`src/rtl/inst_fetch_pkg.sv`:
```
// Shared constants, entry type and sizing helper for the RV32I instruction fetch stage.
package inst_fetch_pkg;
    localparam logic [31:0] RESET_PC_DEF = 32'h0000_0000;
    localparam logic [31:0] INST_NOP     = 32'h0000_0013;

    typedef struct packed {
        logic [31:0] pc;
        logic [31:0] inst;
    } fetch_entry_t;

    function automatic int cnt_w(input int depth);
        return $clog2(depth + 1);
    endfunction
endpackage

```
`src/rtl/fetch_fifo.sv`:
```
// Circular buffer of fetched {pc, inst} pairs; the head reads as zero when empty.
module fetch_fifo
    import inst_fetch_pkg::*;
#(
    parameter int DEPTH = 2,
    parameter int CW    = cnt_w(DEPTH)
) (
    input  logic          CLK,
    input  logic          RSTN,
    input  logic          push,
    input  logic          pop,
    input  logic          clear,
    input  fetch_entry_t  wdata,
    output fetch_entry_t  head,
    output logic [CW-1:0] count
);
    localparam int PW = (DEPTH > 1) ? $clog2(DEPTH) : 1;

    fetch_entry_t  mem [DEPTH];
    logic [PW-1:0] rd_ptr, wr_ptr;

    // Explicit wrap so non-power-of-two depths work.
    function automatic logic [PW-1:0] ptr_inc(input logic [PW-1:0] p);
        return (p == PW'(DEPTH - 1)) ? '0 : p + 1'b1;
    endfunction

    always_ff @(posedge CLK) begin
        if (!RSTN || clear) begin
            rd_ptr <= '0;
            wr_ptr <= '0;
            count  <= '0;
        end else begin
            if (push) wr_ptr <= ptr_inc(wr_ptr);
            if (pop)  rd_ptr <= ptr_inc(rd_ptr);
            count <= count + CW'(push) - CW'(pop);
        end
    end

    always_ff @(posedge CLK) begin
        if (RSTN && !clear && push) mem[wr_ptr] <= wdata;
    end

    assign head = (count != '0) ? mem[rd_ptr] : '0;
endmodule

```
`src/rtl/inst_fetch.sv`:
```
// RV32I fetch stage: credit-limited in-order word fetch, buffered for the decoder,
// with flush-time discard of every response still in flight.
module inst_fetch
    import inst_fetch_pkg::*;
#(
    parameter logic [31:0] RESET_PC = RESET_PC_DEF,
    parameter int          DEPTH    = 2
) (
    input  logic        CLK,
    input  logic        RSTN,
    output logic        imem_req,
    output logic [31:0] imem_addr,
    input  logic        imem_gnt,
    input  logic        imem_rvalid,
    input  logic [31:0] imem_rdata,
    output logic [31:0] inst,
    output logic [31:0] inst_pc,
    output logic        inst_vld,
    input  logic        dec_freeze,
    input  logic        nop_insert,
    input  logic        csr_hazard,
    input  logic        alu_flush,
    input  logic [31:0] alu_redirect_pc
);
    localparam int CW = cnt_w(DEPTH);

    logic [31:0]   pc, ret_pc;
    logic [CW-1:0] fifo_cnt, inflight, inflight_nxt, discard;
    logic [CW:0]   credits_used;
    logic          issue, resp, push, take;
    fetch_entry_t  wentry, head;

    // Buffered plus outstanding words never exceed DEPTH, so a push never hits a full FIFO.
    assign credits_used = {1'b0, fifo_cnt} + {1'b0, inflight};
    assign imem_req     = ~alu_flush & (credits_used < (CW+1)'(DEPTH));
    assign imem_addr    = pc;
    assign issue        = imem_req & imem_gnt;
    // Responses with nothing outstanding (stragglers from before a reset) are ignored.
    assign resp         = imem_rvalid & (inflight != '0);
    assign push         = resp & (discard == '0) & ~alu_flush;
    assign take         = inst_vld & ~dec_freeze & ~nop_insert & ~csr_hazard & ~alu_flush;
    assign inflight_nxt = inflight + CW'(issue) - CW'(resp);

    always_ff @(posedge CLK) begin
        if (!RSTN) begin
            pc       <= RESET_PC;
            ret_pc   <= RESET_PC;
            inflight <= '0;
            discard  <= '0;
        end else begin
            inflight <= inflight_nxt;
            if (alu_flush) begin
                pc      <= alu_redirect_pc;
                ret_pc  <= alu_redirect_pc;
                discard <= inflight_nxt;
            end else begin
                if (issue) pc <= pc + 32'd4;
                if (push)  ret_pc <= ret_pc + 32'd4;
                if (resp && discard != '0) discard <= discard - 1'b1;
            end
        end
    end

    assign wentry.pc   = ret_pc;
    assign wentry.inst = imem_rdata;

    fetch_fifo #(.DEPTH(DEPTH), .CW(CW)) u_fifo (
        .CLK   (CLK),
        .RSTN  (RSTN),
        .push  (push),
        .pop   (take),
        .clear (alu_flush),
        .wdata (wentry),
        .head  (head),
        .count (fifo_cnt)
    );

    assign inst     = head.inst;
    assign inst_pc  = head.pc;
    assign inst_vld = (fifo_cnt != '0);
endmodule

```
`config.mk`:
```
export PLATFORM = sky130hd
export DESIGN_NAME = inst_fetch
export DESIGN_NICKNAME = d
export VERILOG_FILES = /design/src/rtl/inst_fetch_pkg.sv /design/src/rtl/fetch_fifo.sv /design/src/rtl/inst_fetch.sv
export SDC_FILE = /design/constraint.sdc
export NUM_CORES = 1
export LEC_CHECK = 0
export CAP_MARGIN = 25
export CELL_PAD_IN_SITES_DETAIL_PLACEMENT = 1
export CELL_PAD_IN_SITES_GLOBAL_PLACEMENT = 2
export CORE_MARGIN = 4
export CORE_UTILIZATION = 36
export DETAILED_ROUTE_END_ITERATION = 7
export PLACE_DENSITY = 0.9
export SYNTH_ARGS = -nofsm -noshare
export SYNTH_HDL_FRONTEND = slang
export SYNTH_SLANG_ARGS = --single-unit
```
`constraint.sdc`:
```
create_clock -name CLK -period 19.3 [get_ports CLK]
set_input_delay 3.86 -clock CLK [delete_from_list [all_inputs] [get_ports CLK]]
set_output_delay 3.86 -clock CLK [all_outputs]
set_load 0.005 [all_outputs]
```
==> impl_metrics.json, run 1 <==
{
  "outcome": "complete, no violations",
  "cts.path.max_buffers": 3,
  "post-route-util_pct": 47.7,
  "setup_slack_ns": 10.42,
  "synth.net_count": 858,
  "cp_data_required_time_ns": 15.44,
  "max_stage_delay_ns": 0.53,
  "final-hold-violation-count": 0,
  "first_iter_violations": 413,
  "gp_congestion": 0.832,
  "finalPower_mw": 1.04,
  "synthFlopType": "edfxtp_1",
  "grt_pass1_vias": 7074,
  "worstSetupPathType": "input pin to primary output",
  "ys_top_cells_by_area": "edfxtp_1 43%, dfxtp_1 16%, mux2i_1 7.3%",
  "grt_overflow": 0,
  "fin_setup_tns_ns": 0,
  "arrival_ns": 5.02,
  "timing.rr.start": "inflight[0]$_SDFF_PN0_",
  "cts_tree": "yes",
  "hp-class": "flop to flop",
  "hold_depth": 2,
  "setup_viol": 0,
  "cp_max_fo": 49,
  "synth_edf_count": 128,
  "cts_setup_buffers": 0,
  "wire_per_inst_um": 19.5,
  "grt_first_pass_wirelength_mm": 38.8,
  "synth_seq_cells": 201,
  "r2r_slack_ns": 16.00,
  "hpwl_mm": 17.0,
  "instances_no_fill": 1276,
  "power_density_nw_per_um2": 89.2,
  "finalCriticalPeriod_ns": 8.88,
  "cp_top_family": "buffers and inverters",
  "cts_buffers": 22,
  "grt_start_max_net_pins": 66,
  "yosys.area.top_type": "edfxtp_1",
  "finalWirelength_mm": 24.9,
  "h-tree-depth": 1,
  "io_pins": 170,
  "reg2reg_depth": 6,
  "cts_sinks": 201,
  "max_cap_viol_count": 0,
  "peakVddDrop_v": 0.0000495,
  "cts-root-buf": "clkbuf_16",
  "syn_to_final_growth_pct": 30.7,
  "async_flop_share_pct": 0,
  "io_buffers": 169,
  "core_um2": 24300,
  "row_count": 57,
  "crit_buf_inv": 3,
  "p_int_uw": 790,
  "synth-seq-area-share_pct": 59.7,
  "dieWidth_um": 165,
  "vias_per_cell": 5.43,
  "end_kind": "primary output",
  "die-area_um2": 27300,
  "p_leak_nw": 3.70,
  "initial_core_util_pct": 36.5,
  "max-slew-margin-rel_pct": 40.6,
  "antenna_found_initial": 0,
  "fin_worst_skew_ns": 0.0160,
  "comb_power_share_pct": 11.0,
  "drtAntennaViolNets": 0,
  "netlist_area_um2": 8880,
  "dp_cells": 1235,
  "fin_crit_sh_pct": 46.0,
  "insertion_delay_ns": 0.50,
  "finish.net_count": 1016,
  "switching_share_pct": 23.8,
  "postCtsResizedCells": 0,
  "slowest_stage": "clkdlybuf4s50_1",
  "vias": 6925,
  "seqPwrFrac_pct": 48.6,
  "grt_usage_pct": 17.9,
  "pre_cts_ws_ns": 10.41,
  "whs_endpoint": "imem_addr[0]$_SDFFE_PN0P_",
  "clkPwrFrac_pct": 40.4,
  "worst_pin_slew_ns": 0.891,
  "yosysUniqueCellTypes": 54,
  "slew_violations": 0,
  "clkTransAtPathRegs_ns": 0.06,
  "syn_area_per_cell_um2": 11.4,
  "holdBufCountCts": 0,
  "yosysWarnings": 0,
  "grt_setup_unrepaired": "no",
  "antennaDiodeCount": 0,
  "crit_chain": "buf_2, buf_4, nor3_1, clkdlybuf4s50_1",
  "worstSetupStartpointType": "input pin",
  "fmax_ghz": 0.113,
  "drive_gt1_share_pct": 5.46,
  "drc_errors": 0,
  "syn_inst": 778,
  "synth_top_area_share_pct": 43.3,
  "power_switching_uw": 246,
  "dr.pass1.iters": 5,
  "die_h_um": 165,
  "hold_path_startpoint": "imem_addr[0]$_SDFFE_PN0P_",
  "reg2reg_to": "imem_addr[21]$_SDFFE_PN0P_"
}
worst max-delay path by stage:
stage | startpoint | endpoint | slack (ns) | cells past startpoint
global route | alu_flush | imem_req | 10.30 | 4
detailed placement | alu_flush | imem_req | 10.41 | 4
floorplan | RSTN | u_fifo.mem[0][0]$_DFFE_PP_ | 10.04 | 4
CTS | alu_flush | imem_req | 10.39 | 4
global placement | alu_flush | imem_req | 10.42 | 4
finish | alu_flush | imem_req | 10.42 | 4
flip-flops by register name (all words and copies together) (netlist names), named ones only:
register,flops
u_fifo.mem,128
imem_addr,32
ret_pc,32
discard,2
inflight,2
u_fifo.count,2
u_fifo.rd_ptr,1
u_fifo.wr_ptr,1
routing by layer:
metal  global-route usage [%]  wire length, um  vias up
met4                     4.05              425        0
met1                     25.2            11300     3396
met3                     4.14             2070       29
met2                     28.2            11100      236
met5                        0                0        -
li1                         -                -     3264
worst reg2reg max path, stage by stage, from the launching register on:
cell and delay [ns]:
dfxtp_1 0.42, and2_1 0.17, fa_1 0.51, nor3b_2 0.60, nand4_1 0.66, or4_1 0.68
a31oi_1 0.18
synth_stat cells, types with 11 or more instances:
cell type    n
a21oi_1     26
nand3_1     27
xor2_1      12
xnor2_1     13
nor4_1      11
nor2_1      90
or4_1       18
clkbuf_1    36
mux2i_1     65
and4_1      13
edfxtp_1   128
nor3_1      16
o21ai_0     35
a31oi_1     20
and3_1      11
nand2_1     42
dfxtp_1     73
nand4_1     24
inv_1       15
power by group through the flow:
stage / combinational [mW] / clock [mW] / sequential [mW]
after global routing: 0.126 / 0.449 / 0.507
after global placement: 0.111 / 0 / 0.511
after floorplan: 0.0604 / 0 / 0.506
after detailed placement: 0.114 / 0 / 0.512
final: 0.114 / 0.418 / 0.504
after CTS: 0.115 / 0.430 / 0.503
through the flow:
step           instance area, um^2  hold slack [ns]
5_1_grt                      11600            0.496
3_3_place_gp                 10900            0.451
2_1_floorplan                 8880            0.424
4_1_cts                      11600            0.467
3_5_place_dp                 10900            0.458
6_report                     11600            0.461
placed cells by master, fill, tap and decap left out, drive strengths merged, types with 7 or more instances in the layout:
| cell type | count |
|---|---|
| xor2 | 12 |
| a21oi | 26 |
| nand3 | 27 |
| o21ai | 35 |
| nor2 | 90 |
| edfxtp | 128 |
| clkdlybuf4s50 | 168 |
| dfxtp | 73 |
| buf | 10 |
| nand2 | 42 |
| or3 | 10 |
| xnor2 | 13 |
| nor4 | 11 |
| inv | 16 |
| mux2i | 65 |
| nor3 | 16 |
| o31ai | 10 |
| and4 | 13 |
| and3 | 11 |
| a31oi | 20 |
| o211ai | 8 |
| ha | 7 |
| a311oi | 8 |
| nand4 | 25 |
| or4 | 19 |
| clkbuf | 33 |
cell type report:
cell class / count / area [um^2]
Clock buffer: 33 / 633
Tap cell: 324 / 405
Multi-Input combinational cell: 518 / 3370
Clock inverter: 7 / 87.6
Sequential cell: 201 / 5310
Inverter: 15 / 56.3
Fill cell: 2567 / 12700
Timing Repair Buffer: 178 / 1750
cells by family (layout without fill, tap and decap cells):
family / count (synthesis) / count (layout) / synth area share (%)
AOI/OAI and AO/OA: 128 / 128 / 9.14
xor gates and xnor gates: 25 / 25 / 2.46
adders and majority gates: 8 / 8 / 1.21
buffers and inverters: 59 / 233 / 2.52
DFF: 201 / 201 / 59.7
muxes: 65 / 65 / 7.32
and+or+nand+nor: 292 / 292 / 17.6
No activity file was read; power rests on OpenSTA's default activity.
==> run 2: changes to the inputs <==
--- a/config.mk
+++ b/config.mk
@@ -9,9 +9,9 @@
 export CELL_PAD_IN_SITES_DETAIL_PLACEMENT = 1
 export CELL_PAD_IN_SITES_GLOBAL_PLACEMENT = 2
 export CORE_MARGIN = 4
-export CORE_UTILIZATION = 36
+export CORE_UTILIZATION = 34
 export DETAILED_ROUTE_END_ITERATION = 7
-export PLACE_DENSITY = 0.9
+export PLACE_DENSITY = 0.86
 export SYNTH_ARGS = -nofsm -noshare
 export SYNTH_HDL_FRONTEND = slang
 export SYNTH_SLANG_ARGS = --single-unit
==> constraint.sdc (replaced) <==
create_clock -name CLK -period 8.64 [get_ports CLK]
set_input_delay 1.728 -clock CLK [delete_from_list [all_inputs] [get_ports CLK]]
set_output_delay 1.728 -clock CLK [all_outputs]
set_load 0.005 [all_outputs]
==> impl_metrics.json, run 2 (synthesis gave the netlist of run 1 again) <==
{
  "outcome": "complete, no violations",
  "crit_chain": "buf_2, buf_4, nor3_1, clkdlybuf4s50_1",
  "routed-wl-met2_mm": 11.6,
  "dp_cells": 1240,
  "fmax_ghz": 0.215,
  "instances_no_fill": 1280,
  "vias_per_cell": 5.34,
  "die_h_um": 170,
  "cts.path.max_buffers": 3,
  "slowest_stage": "clkdlybuf4s50_1",
  "worstSetupPathType": "input pin to primary output",
  "cp_max_fo": 49,
  "antennaDiodeCount": 0,
  "grt_first_pass_wirelength_mm": 40.0,
  "cp_top_family": "buffers and inverters",
  "max_cap_viol_count": 0,
  "antenna_found_initial": 0,
  "holdWs_ns": 0.456,
  "io_buffers": 169,
  "dr.pass1.iters": 5,
  "pre_cts_ws_ns": 3.98,
  "clkPwrFrac_pct": 41.7,
  "cts_sinks": 201,
  "p_int_mw": 1.81,
  "comb_power_share_pct": 10.7,
  "row_count": 58,
  "switching_share_pct": 23.3,
  "max-slew-margin-rel_pct": 29.9,
  "wl_met1_mm": 11.8,
  "insertion_delay_ns": 0.50,
  "power_density_nw_per_um2": 202,
  "gp_congestion": 0.770,
  "drc_errors": 0,
  "cp_data_required_time_ns": 6.91,
  "max_stage_delay_ns": 0.54,
  "die-area_um2": 28800,
  "cts_buffers": 22,
  "postCtsResizedCells": 0,
  "clkTransAtPathRegs_ns": 0.06,
  "fin_setup_tns_ns": 0,
  "cts-root-buf": "clkbuf_16",
  "end_kind": "primary output",
  "drtAntennaViolNets": 0,
  "holdBufCountCts": 0,
  "grt_pass1_vias": 7073,
  "peakVddDrop_v": 0.000136,
  "slew_violations": 0,
  "fin_worst_skew_ns": 0.0110,
  "h-tree-depth": 1,
  "vias": 6838,
  "first_iter_violations": 453,
  "largest_reg_flops": 128,
  "final_cell_mix": "168 x clkdlybuf4s50_1, 128 x edfxtp_1, 89 x nor2_1",
  "routed.top_layer": "met4",
  "final_common_cell": "clkdlybuf4s50_1",
  "hpwl_mm": 17.2,
  "grt_usage_pct": 17.2,
  "seqPwrFrac_pct": 47.6,
  "setup_viol": 0,
  "power_switching_uw": 551,
  "initial_core_util_pct": 34.9,
  "grt_start_max_net_pins": 78,
  "grt_overflow": 0,
  "wire_per_inst_um": 19.7,
  "wl_met3_mm": 1.57,
  "fin_crit_sh_pct": 53.9,
  "dieWidth_um": 170,
  "cts_tree": "yes",
  "hp-class": "flop to flop",
  "finish.net_count": 1014,
  "arrival_ns": 2.93,
  "finalCriticalPeriod_ns": 4.66,
  "io_pins": 170,
  "regMostFlops": "u_fifo.mem",
  "core_um2": 25500,
  "setup_slack_ns": 3.98,
  "grt_setup_unrepaired": "no",
  "p_leak_nw": 3.72,
  "finalWirelength_mm": 25.2,
  "syn_to_final_growth_pct": 31.5,
  "cts_setup_buffers": 0,
  "crit_buf_inv": 3,
  "drive_gt1_share_pct": 5.68,
  "worstSetupStartpointType": "input pin",
  "worst_pin_slew_ns": 1.04,
  "final-hold-violation-count": 0
}
run 2: area by class of cell:
| class | instances | area (um^2) |
|---|---|---|
| Clock buffer | 29 | 608 |
| Clock inverter | 11 | 160 |
| Fill cell | 2708 | 13800 |
| Inverter | 15 | 56.3 |
| Multi-Input combinational cell | 518 | 3370 |
| Sequential cell | 201 | 5310 |
| Tap cell | 330 | 413 |
| Timing Repair Buffer | 176 | 1760 |
run 2: final timing paths:
check | from | to | slack [ns] | depth (start not counted)
worst max-delay path | alu_flush | imem_req | 3.98 | 4
worst min-delay path | ret_pc[1]$_SDFFE_PN0P_ | u_fifo.mem[1][33]$_DFFE_PP_ | 0.46 | 0
worst max register to register | inflight[0]$_SDFF_PN0_ | imem_addr[21]$_SDFFE_PN0P_ | 5.44 | 6
worst min register to register | ret_pc[1]$_SDFFE_PN0P_ | u_fifo.mem[1][33]$_DFFE_PP_ | 0.46 | 0
run 2: per-layer routing:
metal | GRT usage [%] | up-vias
li1 | - | 3267
met1 | 25.0 | 3346
met2 | 27.6 | 198
met3 | 2.96 | 27
met4 | 2.91 | 0
met5 | 0 | -
run 2: power groups by stage:
stage / registers [mW] / logic (mW) / clock network [mW]
after floorplan: 1.13 / 0.135 / 0
after global placement: 1.14 / 0.249 / 0
after detailed placement: 1.15 / 0.254 / 0
after CTS: 1.13 / 0.257 / 1.01
after global routing: 1.13 / 0.282 / 1.05
final: 1.13 / 0.254 / 0.985
run 2: per-stage QoR:
stage               cell area, um^2  power (mW)  util, %
floorplan                      8880        1.27        -
global placement              10900        1.39     42.7
detailed placement            10900        1.40     42.8
CTS                           11700        2.39     45.9
global route                  11700        2.47     45.9
finish                        11700        2.36     45.9
==> RTL change: new RTL, flow settings as in run 2 <==
`DEPTH` is set to 2 in 2 places; all go to 4.
--- a/src/rtl/fetch_fifo.sv
+++ b/src/rtl/fetch_fifo.sv
@@ -4,3 +4,3 @@
 #(
-    parameter int DEPTH = 2,
+    parameter int DEPTH = 4,
     parameter int CW    = cnt_w(DEPTH)
--- a/src/rtl/inst_fetch.sv
+++ b/src/rtl/inst_fetch.sv
@@ -6,3 +6,3 @@
     parameter logic [31:0] RESET_PC = RESET_PC_DEF,
-    parameter int          DEPTH    = 2
+    parameter int          DEPTH    = 4
 ) (
Check against the original RTL: not equivalent (Yosys sat finds a counterexample within 4 cycles, from zero or initial values and one cycle with RSTN low).
==> RTL change against run 2 <==
Synthesized area is 55% higher; critical endpoint unchanged; highest routed layer unchanged; routed wire length is 34% higher; largest cell class unchanged; sequential share of layout area is 8.3 points higher; setup slack worse by 610 ps; design area is 48% higher; synthesized cell count is 16% higher; power is 57% higher; sequential cell count is 134 higher.
==> RTL change: results (changes against run 2) <==
yosys:
  synth_fp_nets: 992  # +16%
  synthMuxAreaShare_pct: 10.7  # +3.4 points
  synth_compound_area_share_pct: 5.17  # -4.0 points
  synth_xor_area_share_pct: 2.68  # +0.21 points
  ys_top_cells_by_area: "edfxtp_1 56%, dfxtp_1 12%, mux4_2 10%, and2_1 3.2%, a21oi_1 1.8%"
  synth.distinct_cells: 51  # -5.6%
  synthTopCellsByCount: "256 x edfxtp_1, 79 x dfxtp_1, 71 x and2_1"
  ys_seq_area_share_pct: 67.5  # +7.8 points
route:
  met2WireLength_microns: 15300  # +33%
  vias: 8288  # +21%
  viasPerCell: 5.08  # -5.0%
  drt-pass1-iter-count: 6  # +1
  wl_met3_microns: 1890  # +20%
  wl_met1_microns: 16000  # +36%
power:
  p_leak_nw: 5.62  # +51%
  max-vdd-ir-drop_v: 0.000127  # -6.4%
global_route:
  grt_pass1_vias: 9004  # +27%
  grt_pass1_wl_microns: 53000  # +33%
  grt_max_degree: 67  # -14%
clock_network:
  numCtsBuffers: 37  # +68%
  ctsHtreeMaxLevel: 2  # +1
place:
  place_area_sq_um: 16000  # +47%
  gp_congestion: 0.776  # +0.78%
  dpl.hpwl_microns: 22000  # +28%
  dpl.cell_count: 1561  # +26%
status:
  status: "completed"
finish:
  largest_reg_flops: 256  # +100%
critical_path:
  crit_path_max_fanout: 34  # -31%
timing:
  tightest_slew_ps: 962  # -81.8 ps
==> RTL change: final timing paths <==
path,start,end,slack [ps],depth (start not counted)
worst max-delay path,alu_flush,imem_req,3380,5
worst min-delay path,imem_addr[1],imem_addr[1],470,2
worst max register to register,u_fifo.count[2],discard[2],4990,13
worst min register to register,imem_addr[1],imem_addr[1],470,2
==> RTL change: per-stage QoR <==
stage	hold slack, ps	utilization, %
3_3_place_gp	471	40.1
6_report	473	43.4
4_1_cts	482	43.2
3_5_place_dp	473	40.1
5_1_grt	506	43.4
2_1_floorplan	453	-
==> RTL change: report_power, final <==
part           leakage, nW  internal (W)  switching (W)
logic                 2.05      0.000160       0.000165
registers             2.98       0.00180      0.0000538
clock network        0.590      0.000902       0.000634
total                 5.62       0.00286       0.000853
==> RTL change: cell type report <==
cell class	instances	share of cell area (%)
clock buffers	42	5.59
inverters	17	0.370
multi-input cells	505	24.5
clock inverters	26	1.34
flip-flops and latches	335	53.7
repair buffers	183	10.7
well taps	525	3.80
==> RTL change: cells by family after synthesis <==
kind of cell               Yosys count
DFF                                335
adders and majority gates           17
xor gates and xnor gates            42
buffers and inverters               63
muxes                               67
and+or+nand+nor                    257
AOI/OAI and AO/OA                  122
==> RTL change: routing by layer <==
| metal | vias to the layer above | global-route usage (%) |
|---|---|---|
| met2 | 251 | 23.9 |
| met5 | - | 0 |
| met4 | 0 | 3.42 |
| met3 | 38 | 2.91 |
| li1 | 3842 | - |
| met1 | 4157 | 22.4 |
==> RTL change: worst max-delay path, stage by stage <==
cell and delay (ps):
clkdlybuf4s50_1 390, buf_4 260, or4_1 540, nor2_1 100, clkdlybuf4s50_1 510
